<file path="src/rtl/qtable_dump_if.sv">
// Q-table dump bus: RAM read port on one side, file-writer stream on the other.
interface qtable_dump_if #(
  parameter int DATA_WIDTH = 16,
  parameter int ADDR_WIDTH = 8
);
  logic                  mem_rd_en;
  logic [ADDR_WIDTH-1:0] mem_addr;
  logic [DATA_WIDTH-1:0] mem_rd_data;
  logic [DATA_WIDTH-1:0] dump_data;
  logic                  dump_valid;
  logic                  dump_stop;

  modport master (
    output mem_rd_en, mem_addr, dump_data, dump_valid, dump_stop,
    input  mem_rd_data
  );

  modport slave (
    input  mem_rd_en, mem_addr, dump_data, dump_valid, dump_stop,
    output mem_rd_data
  );
endinterface

</file>
<file path="src/rtl/qtable_dump.sv">
// Streams Q-table RAM entries 0..NUM_ENTRIES-1 to the file writer, then a stop pulse.
// Optional QDUMP_CHECKSUM_EN appends a running-XOR checksum word before the stop.
//
// state | meaning
// IDLE  | waiting for start; done holds the previous dump's completion
// ISSUE | one RAM read per cycle, addresses in ascending order
// DRAIN | last read in flight; wait for it to reach dump_data
// TAIL  | checksum word on dump_data (checksum build only)
// STOP  | one-cycle dump_stop pulse, then back to IDLE
module qtable_dump #(
  parameter int DATA_WIDTH  = 16,
  parameter int ADDR_WIDTH  = 8,
  parameter int NUM_ENTRIES = 256
) (
  input  logic               clk,
  input  logic               rst_n,
  input  logic               start,
  qtable_dump_if.master      bus,
  output logic               busy,
  output logic               done
);

  typedef enum logic [2:0] {
    S_IDLE,
    S_ISSUE,
    S_DRAIN,
`ifdef QDUMP_CHECKSUM_EN
    S_TAIL,
`endif
    S_STOP
  } state_t;

  // One extra bit so a full 2**ADDR_WIDTH dump terminates without wrapping.
  localparam logic [ADDR_WIDTH:0] LAST_CNT = (ADDR_WIDTH+1)'(NUM_ENTRIES);

  state_t              state;
  logic [ADDR_WIDTH:0] cnt;
  logic                rd_q;
`ifdef QDUMP_CHECKSUM_EN
  logic [DATA_WIDTH-1:0] csum;
`endif

  always_ff @(posedge clk) begin
    if (!rst_n) begin
      state          <= S_IDLE;
      cnt            <= '0;
      rd_q           <= 1'b0;
      bus.mem_rd_en  <= 1'b0;
      bus.mem_addr   <= '0;
      bus.dump_data  <= '0;
      bus.dump_valid <= 1'b0;
      bus.dump_stop  <= 1'b0;
      busy           <= 1'b0;
      done           <= 1'b0;
`ifdef QDUMP_CHECKSUM_EN
      csum           <= '0;
`endif
    end else begin
      // rd_q marks RAM data landing this cycle; it becomes dump_valid next cycle.
      rd_q           <= bus.mem_rd_en;
      bus.dump_valid <= rd_q;
      bus.dump_stop  <= 1'b0;
      if (rd_q) begin
        bus.dump_data <= bus.mem_rd_data;
`ifdef QDUMP_CHECKSUM_EN
        csum          <= csum ^ bus.mem_rd_data;
`endif
      end

      case (state)
        S_IDLE: begin
          if (start) begin
            state         <= S_ISSUE;
            busy          <= 1'b1;
            done          <= 1'b0;
            bus.mem_rd_en <= 1'b1;
            bus.mem_addr  <= '0;
            cnt           <= (ADDR_WIDTH+1)'(1);
`ifdef QDUMP_CHECKSUM_EN
            csum          <= '0;
`endif
          end
        end
        S_ISSUE: begin
          if (cnt == LAST_CNT) begin
            bus.mem_rd_en <= 1'b0;
            state         <= S_DRAIN;
          end else begin
            bus.mem_addr <= cnt[ADDR_WIDTH-1:0];
            cnt          <= cnt + 1'b1;
          end
        end
        S_DRAIN: begin
          if (!rd_q) begin
`ifdef QDUMP_CHECKSUM_EN
            state          <= S_TAIL;
            bus.dump_valid <= 1'b1;
            bus.dump_data  <= csum;
`else
            state          <= S_STOP;
            bus.dump_stop  <= 1'b1;
            busy           <= 1'b0;
            done           <= 1'b1;
`endif
          end
        end
`ifdef QDUMP_CHECKSUM_EN
        S_TAIL: begin
          state         <= S_STOP;
          bus.dump_stop <= 1'b1;
          busy          <= 1'b0;
          done          <= 1'b1;
        end
`endif
        S_STOP:  state <= S_IDLE;
        default: state <= S_IDLE;
      endcase
    end
  end

endmodule

</file>
<file path="src/flat_wrapper.sv">
// flat-port wrapper written by rule: the top's interface ports become plain ports
module qtable_dump_flat 
#(
  parameter int DATA_WIDTH  = 16,
  parameter int ADDR_WIDTH  = 8,
  parameter int NUM_ENTRIES = 256
)
  (clk, rst_n, start, busy, done, bus_mem_rd_en, bus_mem_addr, bus_dump_data, bus_dump_valid, bus_dump_stop, bus_mem_rd_data);
  qtable_dump_if #(.DATA_WIDTH(DATA_WIDTH), .ADDR_WIDTH(ADDR_WIDTH)) bus_i ();
  input  logic clk;
  input  logic rst_n;
  input  logic start;
  output logic busy;
  output logic done;
  output wire logic [$bits(bus_i.mem_rd_en)-1:0] bus_mem_rd_en;
  output wire logic [$bits(bus_i.mem_addr)-1:0] bus_mem_addr;
  output wire logic [$bits(bus_i.dump_data)-1:0] bus_dump_data;
  output wire logic [$bits(bus_i.dump_valid)-1:0] bus_dump_valid;
  output wire logic [$bits(bus_i.dump_stop)-1:0] bus_dump_stop;
  input wire logic [$bits(bus_i.mem_rd_data)-1:0] bus_mem_rd_data;
  assign bus_mem_rd_en = bus_i.mem_rd_en;
  assign bus_mem_addr = bus_i.mem_addr;
  assign bus_dump_data = bus_i.dump_data;
  assign bus_dump_valid = bus_i.dump_valid;
  assign bus_dump_stop = bus_i.dump_stop;
  assign bus_i.mem_rd_data = bus_mem_rd_data;
  qtable_dump #(.DATA_WIDTH(DATA_WIDTH), .ADDR_WIDTH(ADDR_WIDTH), .NUM_ENTRIES(NUM_ENTRIES)) u_core (.clk(clk), .rst_n(rst_n), .start(start), .bus(bus_i), .busy(busy), .done(done));
endmodule
</file>
<file path="config.mk">
export PLATFORM = sky130hd
export DESIGN_NAME = qtable_dump_flat
export DESIGN_NICKNAME = d
export VERILOG_FILES = /design/src/rtl/qtable_dump_if.sv /design/src/rtl/qtable_dump.sv /design/src/flat_wrapper.sv
export SDC_FILE = /design/constraint.sdc
export NUM_CORES = 1
export LEC_CHECK = 0
export CORE_MARGIN = 2
export CORE_UTILIZATION = 43
export CTS_CLUSTER_SIZE = 20
export DETAILED_ROUTE_END_ITERATION = 8
export PLACE_DENSITY_LB_ADDON = 0.2
export REMOVE_ABC_BUFFERS = 1
export SYNTH_ARGS = -nofsm -noshare
export SYNTH_HDL_FRONTEND = slang
export SYNTH_SLANG_ARGS = --single-unit
</file>
<file path="constraint.sdc">
create_clock -name clk -period 1.7 [get_ports clk]
set_clock_uncertainty 0.15 [all_clocks]
set_input_delay 0.34 -clock clk [delete_from_list [all_inputs] [get_ports clk]]
set_output_delay 0.34 -clock clk [all_outputs]
set_load 0.03 [all_outputs]
</file>
==> out/results.ini, run 1 <==
[layout]
area_growth_pct = 49.48
utilization = 0.6727
stdcell_count = 316
layout_commonest_cell = dfxtp_1
layout_common_cells = 38 x dfxtp_1, 29 x dlygate4sd2_1, 27 x buf_4
num_antenna_cells = 0
final_nets = 291
fillers = 326
drive_gt1_frac = 0.2481
final_cell_area_sq_um = 2710

[logic_synthesis]
synth_cells = 195
ys_warn_count = 0
synthFlopType = dfxtp_1
yosysUniqueCellTypes = 35
synth_edf_count = 0
netlist_area_sq_um = 1813
async_flop_share = 0
avgSynthCellArea_sq_um = 9.297
ys_ff_latch = 41
synth.yosys.seq_area_share = 0.4527

[power]
power.total_w = 0.003300
ir_worst_vdd_uv = 803.8
pwr_density_cell_nw_per_um2 = 1218
power.leakage_nw = 1.148

[routing]
route.detailed.drc = 0
drt-total-wl_mm = 4.404
via_per_inst = 5.304
route.detailed.wl_per_inst_um = 13.94
vias = 1676
drt_iter0_drc = 86
ant_nets = 0
drt_first_pass_iters = 4

[sta]
worst_slew_margin_rel = 0.7220
hold_viol_final = 0
fin_crit_sh = 1.063
drv_slew = 0
setup_ws_ns = -0.1068
setup_violations = 9
worst-slew-pin-transition_ns = 0.4152
min_period_ns = 1.807
timing.fmax_mhz = 553.5
rsz0062_at_grt = yes

[placed_design]
place_hpwl_mm = 2.844
gp_congestion = 0.8151
portBuffers = 47
dp.cells = 304
place_ws_ns = -0.2104
place_area_sq_um = 2486

[floorplan]
die_w_um = 68.93
die-area_sq_um = 4751
core_sq_um = 4029
initial_utilization = 0.4500
die_y_um = 68.93
rows = 23
io_pins = 48

[clock_tree]
cts_tree = done
h-tree-depth = 2
clk_latency_ns = 0.29
cts.sinks = 41
clockBufferDepth = 2
clkSlewWorstSetupHoldPaths_ns = 0.08
cts-root-buf = clkbuf_8
numCtsBuffers = 5

[worst_setup_path]
cp-startpoint = u_core.cnt[1]$_SDFFE_PN0P_
cp.arrival_ns = 1.84
worstPathRequired_ns = 1.73
criticalPathCategory = reg -> reg
setup.worst_path.start_class = register
endpoint_kind = register
crit_fanout = 4
timing.rr.start = u_core.cnt[1]$_SDFFE_PN0P_

[grt]
met1_usage = 0.2462
grt_overflow_total = 0
grt_pass1_vias = 1400
track_usage = 0.1890
antenna_found_initial = 0
use_met3 = 0.06006
grt_max_degree = 26
busiest_layer = met2
grt_pass1_wl_mm = 6.603
gr-usage-met2 = 0.2873

[hold_path]
min_from = u_core.bus.mem_addr[2]$_SDFFE_PN0P_
hp-class = reg -> reg

[run]
max_cap_violations = 0

[outcome]
violations = negative setup slack
status = finished with violations

## flip-flops by register name, indices dropped and copies added, names as in the netlist
signal                 cells
u_core.bus.mem_addr        8
u_core.state               2
u_core.bus.dump_stop       1
u_core.bus.dump_valid      1
u_core.busy                1
u_core.cnt                 9
u_core.bus.dump_data      16
u_core.done                1
u_core.rd_q                1
u_core.bus.mem_rd_en       1
## synth_stat cells, types with 4 or more instances
| library cell | number | area (sq um) |
|---|---|---|
| a21oi_1 | 9 | 45.04 |
| buf_2 | 6 | 30.03 |
| clkbuf_1 | 5 | 18.77 |
| dfxtp_1 | 41 | 820.8 |
| ha_1 | 6 | 75.07 |
| inv_1 | 6 | 22.52 |
| mux2i_1 | 17 | 170.2 |
| nand2_1 | 11 | 41.29 |
| nand3_1 | 22 | 110.1 |
| nor2_1 | 20 | 75.07 |
| o21ai_1 | 13 | 65.06 |
| or3_1 | 4 | 25.02 |
## per-layer routing
| metal | vias to the layer above | routed length (um) | part of all wire |
|---|---|---|---|
| li1 | 833 | - | - |
| met1 | 776 | 1898 | 0.43 |
| met2 | 57 | 2072 | 0.47 |
| met3 | 10 | 340 | 0.077 |
| met4 | 0 | 92 | 0.021 |
| met5 | - | 0 | 0 |
## cell families (layout without fill, tap and decap cells)
| kind of cell | after synthesis | count (layout) | synth area share |
|---|---|---|---|
| simple gates | 71 | 71 | 0.1967 |
| flops | 41 | 41 | 0.4527 |
| compound gates | 39 | 41 | 0.1608 |
| buf+inv | 20 | 89 | 0.04969 |
| mux | 17 | 17 | 0.09386 |
| fa+ha+maj | 6 | 6 | 0.04141 |
| xor+xnor | 1 | 1 | 0.004832 |
## cell type report
cell class	instances	area (sq um)	share of cell area
clock buffers	6	82.58	0.03047
clock inverters	1	7.507	0.002770
inverters	6	22.52	0.008310
multi-input cells	136	1042	0.3846
flip-flops and latches	41	824.5	0.3042
well taps	50	62.56	0.02308
repair buffers	76	668.1	0.2465
## path summary, 6_finish.rpt
check,cells past startpoint,end,slack (ns)
max,6,u_core.state[0]$_SDFFE_PN0P_,-0.11
min reg2reg,2,u_core.bus.mem_addr[2]$_SDFFE_PN0P_,0.30
max reg2reg,6,u_core.state[0]$_SDFFE_PN0P_,-0.11
min,2,u_core.bus.mem_addr[2]$_SDFFE_PN0P_,0.30
## through the flow
| step | TNS (ns) | hold slack [ns] |
|---|---|---|
| after floorplan | -5.692 | 0.3015 |
| after global placement | -3.597 | 0.2959 |
| after detailed placement | -4.027 | 0.3007 |
| after CTS | -0.4163 | 0.3083 |
| after global routing | -1.084 | 0.3268 |
| final | -0.5571 | 0.3034 |
## repair_timing
action,in CTS,in global routing
setup buffers,2,1
setup endpoints to repair,48,21
pin swaps,10,3
gates resized for setup,48,8
hold buffers,0,0
gates cloned,1,1
## critical path, stage by stage (launching register included)
cell and delay [ns]:
dfxtp_2 0.33, inv_2 0.06, ha_4 0.12, or4b_4 0.51, o21ai_4 0.22, a211oi_2 0.10
a41o_1 0.20
## power breakdown
part	internal, W	switching [W]	leakage [nW]	total (W)
Clock	0.000321	0.000323	0.0433	0.000643
Sequential	0.00107	0.0000701	0.334	0.00114
Combinational	0.000692	0.000824	0.770	0.00152
No activity file was read; power rests on OpenSTA's default activity.
==> run 2, diff against run 1 <==
- CORE_ASPECT_RATIO: not set -> 0.7
==> run 2 against run 1 <==
The run still ends with negative setup slack left. Sequential cell count unchanged. Fmax about the same. Clock-buffer cell count down 1. Power up 4.3%. Combinational power about the same. Worst setup slack better by 0.0016 ns. Utilization up 0.84 points. Final cell count unchanged. Die area up 0.18%. Critical path type unchanged. Non-clock buffer count down 2. Register-to-register slack about the same.
==> out/results.ini, run 2 (same netlist as run 1, synthesis figures left out) <==
[layout]
layout_common_cells = 37 x dfxtp_1, 29 x dlygate4sd2_1, 25 x buf_4
area_growth_pct = 50.03
final_cell_area_sq_um = 2720  ; +0.37%
reg.largest.list = u_core.bus.dump_data (16), u_core.cnt (9), u_core.bus.mem_addr (8)
largest_reg_flops = 16  ; unchanged
layout_commonest_cell = dfxtp_1
largest-register = u_core.bus.dump_data
num_antenna_cells = 0  ; unchanged
multi_input_area_sq_um = 1045  ; +0.24%
final_nets = 289  ; -0.69%
fillers = 335  ; +2.8%
seqCellArea_sq_um = 825.8  ; +0.15%
drive_gt1_frac = 0.2462  ; -0.001908

[grt]
gr-usage-met2 = 0.3091  ; +0.02187
grt_pass1_vias = 1505  ; +7.5%
use_met3 = 0.04141  ; -0.01865
met1_usage = 0.2934  ; +0.04714
grt_overflow_total = 0  ; unchanged
antenna_found_initial = 0  ; unchanged
busiest_layer = met2
grt_max_degree = 26  ; unchanged
track_usage = 0.2022  ; +0.01316
grt_pass1_wl_mm = 7.362  ; +11%

[sta]
min_period_ns = 1.805  ; -0.001554 ns
fin_crit_sh = 1.062  ; about the same
worst-slew-pin-transition_ns = 0.4437  ; +0.02847 ns
finalSetupTns_ns = -0.6022  ; -0.04510 ns
setup_ws_ns = -0.1053  ; +0.001554 ns
rsz0062_at_grt = yes
worst_slew_margin_rel = 0.7029  ; -0.01906
timing.fmax_mhz = 553.9  ; about the same
drv_slew = 0  ; unchanged
hold_viol_final = 0  ; unchanged
setup_violations = 9  ; unchanged

[worst_setup_path]
cpPeakStageDelay_ns = 0.52  ; about the same
criticalPathCategory = reg -> reg
endpoint_kind = register
cp_slowest_cell = or4b_4
crit_fanout = 6  ; +2
setup.worst_path.start_class = register
critPathTopFamily = simple AND/OR/NAND/NOR gates
cp.arrival_ns = 1.83  ; about the same
worstPathCellList = inv_2, ha_4, or4b_4, o2111ai_4, or3_1, o21ai_1
worstPathRequired_ns = 1.73  ; about the same
timing.rr.start = u_core.cnt[0]$_SDFFE_PN0P_
worst-path-buf-inv = 1  ; unchanged
cp-startpoint = u_core.cnt[0]$_SDFFE_PN0P_

[clock_tree]
clkSlewWorstSetupHoldPaths_ns = 0.08  ; about the same
cts-root-buf = clkbuf_8
clk_latency_ns = 0.29  ; about the same
numCtsBuffers = 5  ; unchanged
clockBufferDepth = 2  ; unchanged
hold_buffers = 0  ; unchanged
cts.sinks = 41  ; unchanged
h-tree-depth = 2  ; unchanged
cts_tree = done

[placed_design]
place_ws_ns = -0.2185  ; -0.008115 ns
gp_congestion = 0.8010  ; -1.7%
place_area_sq_um = 2481  ; -0.20%
portBuffers = 47  ; unchanged
place_hpwl_mm = 2.942  ; +3.4%

[routing]
drt-total-wl_mm = 4.714  ; +7.0%
route.detailed.wl_per_inst_um = 14.92  ; +7.0%
ant_nets = 0  ; unchanged
drt_first_pass_iters = 4  ; unchanged
route.detailed.drc = 0  ; unchanged
vias = 1640  ; -2.1%
drt_iter0_drc = 68  ; -21%
via_per_inst = 5.190  ; -2.1%

[floorplan]
io_pins = 48  ; unchanged
die-area_sq_um = 4760  ; +0.18%
die_y_um = 58.33  ; -15%
rows = 19  ; -17%
die_w_um = 81.61  ; +18%
core_sq_um = 3994  ; -0.87%
initial_utilization = 0.4539  ; +0.003947

[power]
ir_worst_vdd_uv = 794.1  ; -1.2%
pwr_density_cell_nw_per_um2 = 1265  ; +3.9%
power.leakage_nw = 1.155  ; +0.67%

[run]
max_cap_violations = 0  ; unchanged

[hold_path]
min_from = u_core.bus.mem_addr[2]$_SDFFE_PN0P_
hp-class = reg -> reg

[outcome]
violations = negative setup slack
status = finished with violations

## run 2: cell type report
type	instances	area share
timing repair buffer	74	0.2410
tap	52	0.02392
clock buffer	5	0.02530
clock inverter	2	0.01288
multi-input combinational	136	0.3841
sequential	41	0.3036
inverter	6	0.009200
## run 2: worst paths after layout
path / endpoint / slack [ns] / depth (start not counted)
setup / recovery: u_core.cnt[8]$_SDFFE_PN0P_ / -0.11 / 6
hold / removal: u_core.bus.mem_addr[2]$_SDFFE_PN0P_ / 0.30 / 2
setup reg to reg: u_core.cnt[8]$_SDFFE_PN0P_ / -0.11 / 6
hold reg to reg: u_core.bus.mem_addr[2]$_SDFFE_PN0P_ / 0.30 / 2
## run 2: routing by layer
layer / up-vias / wire length [um]
li1: 828 / -
met1: 759 / 2136
met2: 49 / 2232
met3: 4 / 299
met4: 0 / 46
met5: - / 0
## run 2: tightest hold or removal path, delay by kind of cell, from the launching register on
kind	cells	cell delay, ns
and+or+nand+nor	1	0.05
DFF	1	0.31
AOI/OAI and AO/OA	1	0.05
## run 2: power breakdown
group          total (W)  internal (W)  switching (W)
sequential       0.00115       0.00107      0.0000768
clock           0.000752      0.000427       0.000325
combinational    0.00154      0.000698       0.000842
## run 2: repair_timing
action,in CTS,in global routing
cloned,1,1
setup endpoints to repair,49,22
buffers inserted,1,1
pin swaps,10,5
gates resized for setup,48,13
## run 2: metrics by stage
step                      std cells  hold slack [ns]  utilization  power (W)
after floorplan                 181           0.3015            -   0.001907
after global placement          305           0.2933       0.6212   0.002416
after detailed placement        305           0.3000       0.6212   0.002433
after CTS                       314           0.3083       0.6682   0.003343
after global routing            316           0.3360       0.6811   0.003613
final                           316           0.3039       0.6811   0.003442
==> run 3, diff against run 2 <==
- CORE_UTILIZATION: 43 -> 45
- CTS_BUF_LIST: not set -> sky130_fd_sc_hd__clkbuf_4
==> run 3 against run 2 <==
The run still ends with negative setup slack left. Largest cell class unchanged. Worst setup slack better by 0.012 ns. Sequential cell count unchanged. Worst hold slack better by 0.0066 ns. Die area down 4.2%. Largest power group unchanged. Critical path type unchanged. Combinational power about the same.
==> out/results.ini, run 3 (same netlist as run 1, synthesis figures left out) <==
[outcome]
status = finished with violations
violations = negative setup slack

[routing]
via_per_inst = 5.251  ; +1.2%
drt-total-wl_mm = 4.776  ; +1.3%
route.detailed.drc = 0  ; unchanged
ant_nets = 0  ; unchanged
vias = 1675  ; +2.1%
drt_iter0_drc = 119  ; +75%
drt_first_pass_iters = 4  ; unchanged
route.detailed.wl_per_inst_um = 14.97  ; +0.36%

[grt]
track_usage = 0.2046  ; +0.002406
grt_pass1_vias = 1508  ; +0.20%
grt_pass1_wl_mm = 7.307  ; -0.75%
grt_overflow_total = 0  ; unchanged
antenna_found_initial = 0  ; unchanged
grt_max_degree = 27  ; +3.8%

[placed_design]
portBuffers = 47  ; unchanged
place_hpwl_mm = 3.041  ; +3.4%
gp_congestion = 0.8711  ; +8.8%
dp.cells = 307  ; +0.66%

[clock_tree]
clkSlewWorstSetupHoldPaths_ns = 0.12  ; +0.04 ns
clk_latency_ns = 0.34  ; +0.05 ns
cts.sinks = 41  ; unchanged
h-tree-depth = 2  ; unchanged
clockBufferDepth = 2  ; unchanged
numCtsBuffers = 5  ; unchanged
cts-root-buf = clkbuf_4
cts_tree = done

[floorplan]
die-area_sq_um = 4561  ; -4.2%
core_sq_um = 3899  ; -2.4%
die_w_um = 79.87  ; -2.1%
io_pins = 48  ; unchanged
rows = 19  ; unchanged
die_y_um = 57.11  ; -2.1%
initial_utilization = 0.4650  ; +0.01107

[hold_path]
hp-class = reg -> reg
min_from = u_core.bus.mem_addr[3]$_SDFFE_PN0P_

[worst_setup_path]
crit_fanout = 5  ; -1
cp.arrival_ns = 1.88  ; +0.05 ns
criticalPathCategory = reg -> reg
worstPathRequired_ns = 1.79  ; +0.06 ns
endpoint_kind = register
cp-startpoint = u_core.cnt[0]$_SDFFE_PN0P_
timing.rr.start = u_core.cnt[0]$_SDFFE_PN0P_
setup.worst_path.start_class = register

[layout]
layout_common_cells = 39 x dfxtp_1, 28 x dlygate4sd2_1, 28 x buf_4
layout_commonest_cell = dfxtp_1
area_growth_pct = 48.24
num_antenna_cells = 0  ; unchanged
largest_reg_flops = 16  ; unchanged
final_nets = 292  ; +1.0%
stdcell_count = 319  ; +0.95%
reg.largest.list = u_core.bus.dump_data (16), u_core.cnt (9), u_core.bus.mem_addr (8)
drive_gt1_frac = 0.2434  ; -0.002766
largest-register = u_core.bus.dump_data

[power]
clockPowerShare = 0.184  ; -0.034
internal-power_w = 0.002063  ; -6.2%
seq_power_share = 0.341  ; +0.007
p_sw_frac = 0.3749  ; +0.01367
p_switching_w = 0.001238  ; -0.47%
power.total_w = 0.003301  ; -4.1%
pwr_density_cell_nw_per_um2 = 1228  ; -2.9%
ir_worst_vdd_uv = 877.3  ; +10%
power.leakage_nw = 1.143  ; -1.1%
comb_power_share = 0.474  ; +0.027

[sta]
drv_slew = 0  ; unchanged
fin_crit_sh = 1.055  ; -0.007147
setup_violations = 9  ; unchanged
worst-slew-pin-transition_ns = 0.4151  ; -0.02863 ns
hold_viol_final = 0  ; unchanged
timing.fmax_mhz = 557.7  ; +0.68%
rsz0062_at_grt = yes
min_period_ns = 1.793  ; -0.01215 ns
setup_ws_ns = -0.09313  ; +0.01215 ns
worst_slew_margin_rel = 0.7221  ; +0.01916

[run]
max_cap_violations = 0  ; unchanged

==> run 3: worst max-delay path: stages (launching register included) <==
cell       delay [ns]
dfxtp_2          0.34
inv_2            0.07
ha_4             0.12
or4b_4           0.51
o2111ai_4        0.28
buf_6            0.14
o32ai_1          0.07
==> run 3: path summary, 6_finish.rpt <==
check	end	slack (ns)	cells after the start
setup / recovery	u_core.cnt[4]$_SDFFE_PN0P_	-0.09	6
hold / removal	u_core.bus.mem_addr[3]$_SDFFE_PN0P_	0.31	2
setup reg to reg	u_core.cnt[4]$_SDFFE_PN0P_	-0.09	6
hold reg to reg	u_core.bus.mem_addr[3]$_SDFFE_PN0P_	0.31	2
==> run 3: layout make-up <==
type	count	area, sq um
Clock buffer	5	37.54
Clock inverter	2	35.03
Fill cell	326	1211
Inverter	6	22.52
Multi-Input combinational cell	136	1036
Sequential cell	41	823.3
Tap cell	52	65.06
Timing Repair Buffer	77	668.1
==> run 3: per-stage QoR <==
| stage | worst slack [ns] | area (sq um) | TNS, ns | hold WS (ns) | utilization |
|---|---|---|---|---|---|
| final | -0.09313 | 2688 | -0.6204 | 0.3106 | 0.6893 |
| after global routing | -0.1460 | 2688 | -1.190 | 0.3490 | 0.6893 |
| after CTS | -0.08243 | 2575 | -0.5629 | 0.3151 | 0.6605 |
| after detailed placement | -0.2225 | 2484 | -3.861 | 0.3002 | 0.6370 |
| after global placement | -0.1557 | 2484 | -3.109 | 0.2943 | 0.6370 |
| after floorplan | -0.4299 | 1745 | -5.692 | 0.3015 | - |
==> run 3: routing by layer <==
metal,GRT usage,share of wire,vias to the layer above
met5,0,0,-
met4,0.05085,0.0059,0
met2,0.2977,0.46,58
met1,0.3078,0.46,776
li1,-,-,836
met3,0.04747,0.075,5
==> run 3: repair_timing <==
item                                    CTS  global route
pin swaps                                 8             3
hold endpoints to repair                  0             0
setup buffers                             1             2
endpoints found under the setup margin   47            23
hold buffers                              0             0
resized for setup                        41            15
gates cloned                              0             2
==> run 3: power groups by stage <==
stage	combinational, W	sequential [W]	clock, W
after floorplan	0.000585	0.00132	0
after global placement	0.00128	0.00114	0
after detailed placement	0.00129	0.00114	0
after CTS	0.00132	0.00112	0.000631
after global routing	0.00168	0.00114	0.000668
final	0.00157	0.00113	0.000609
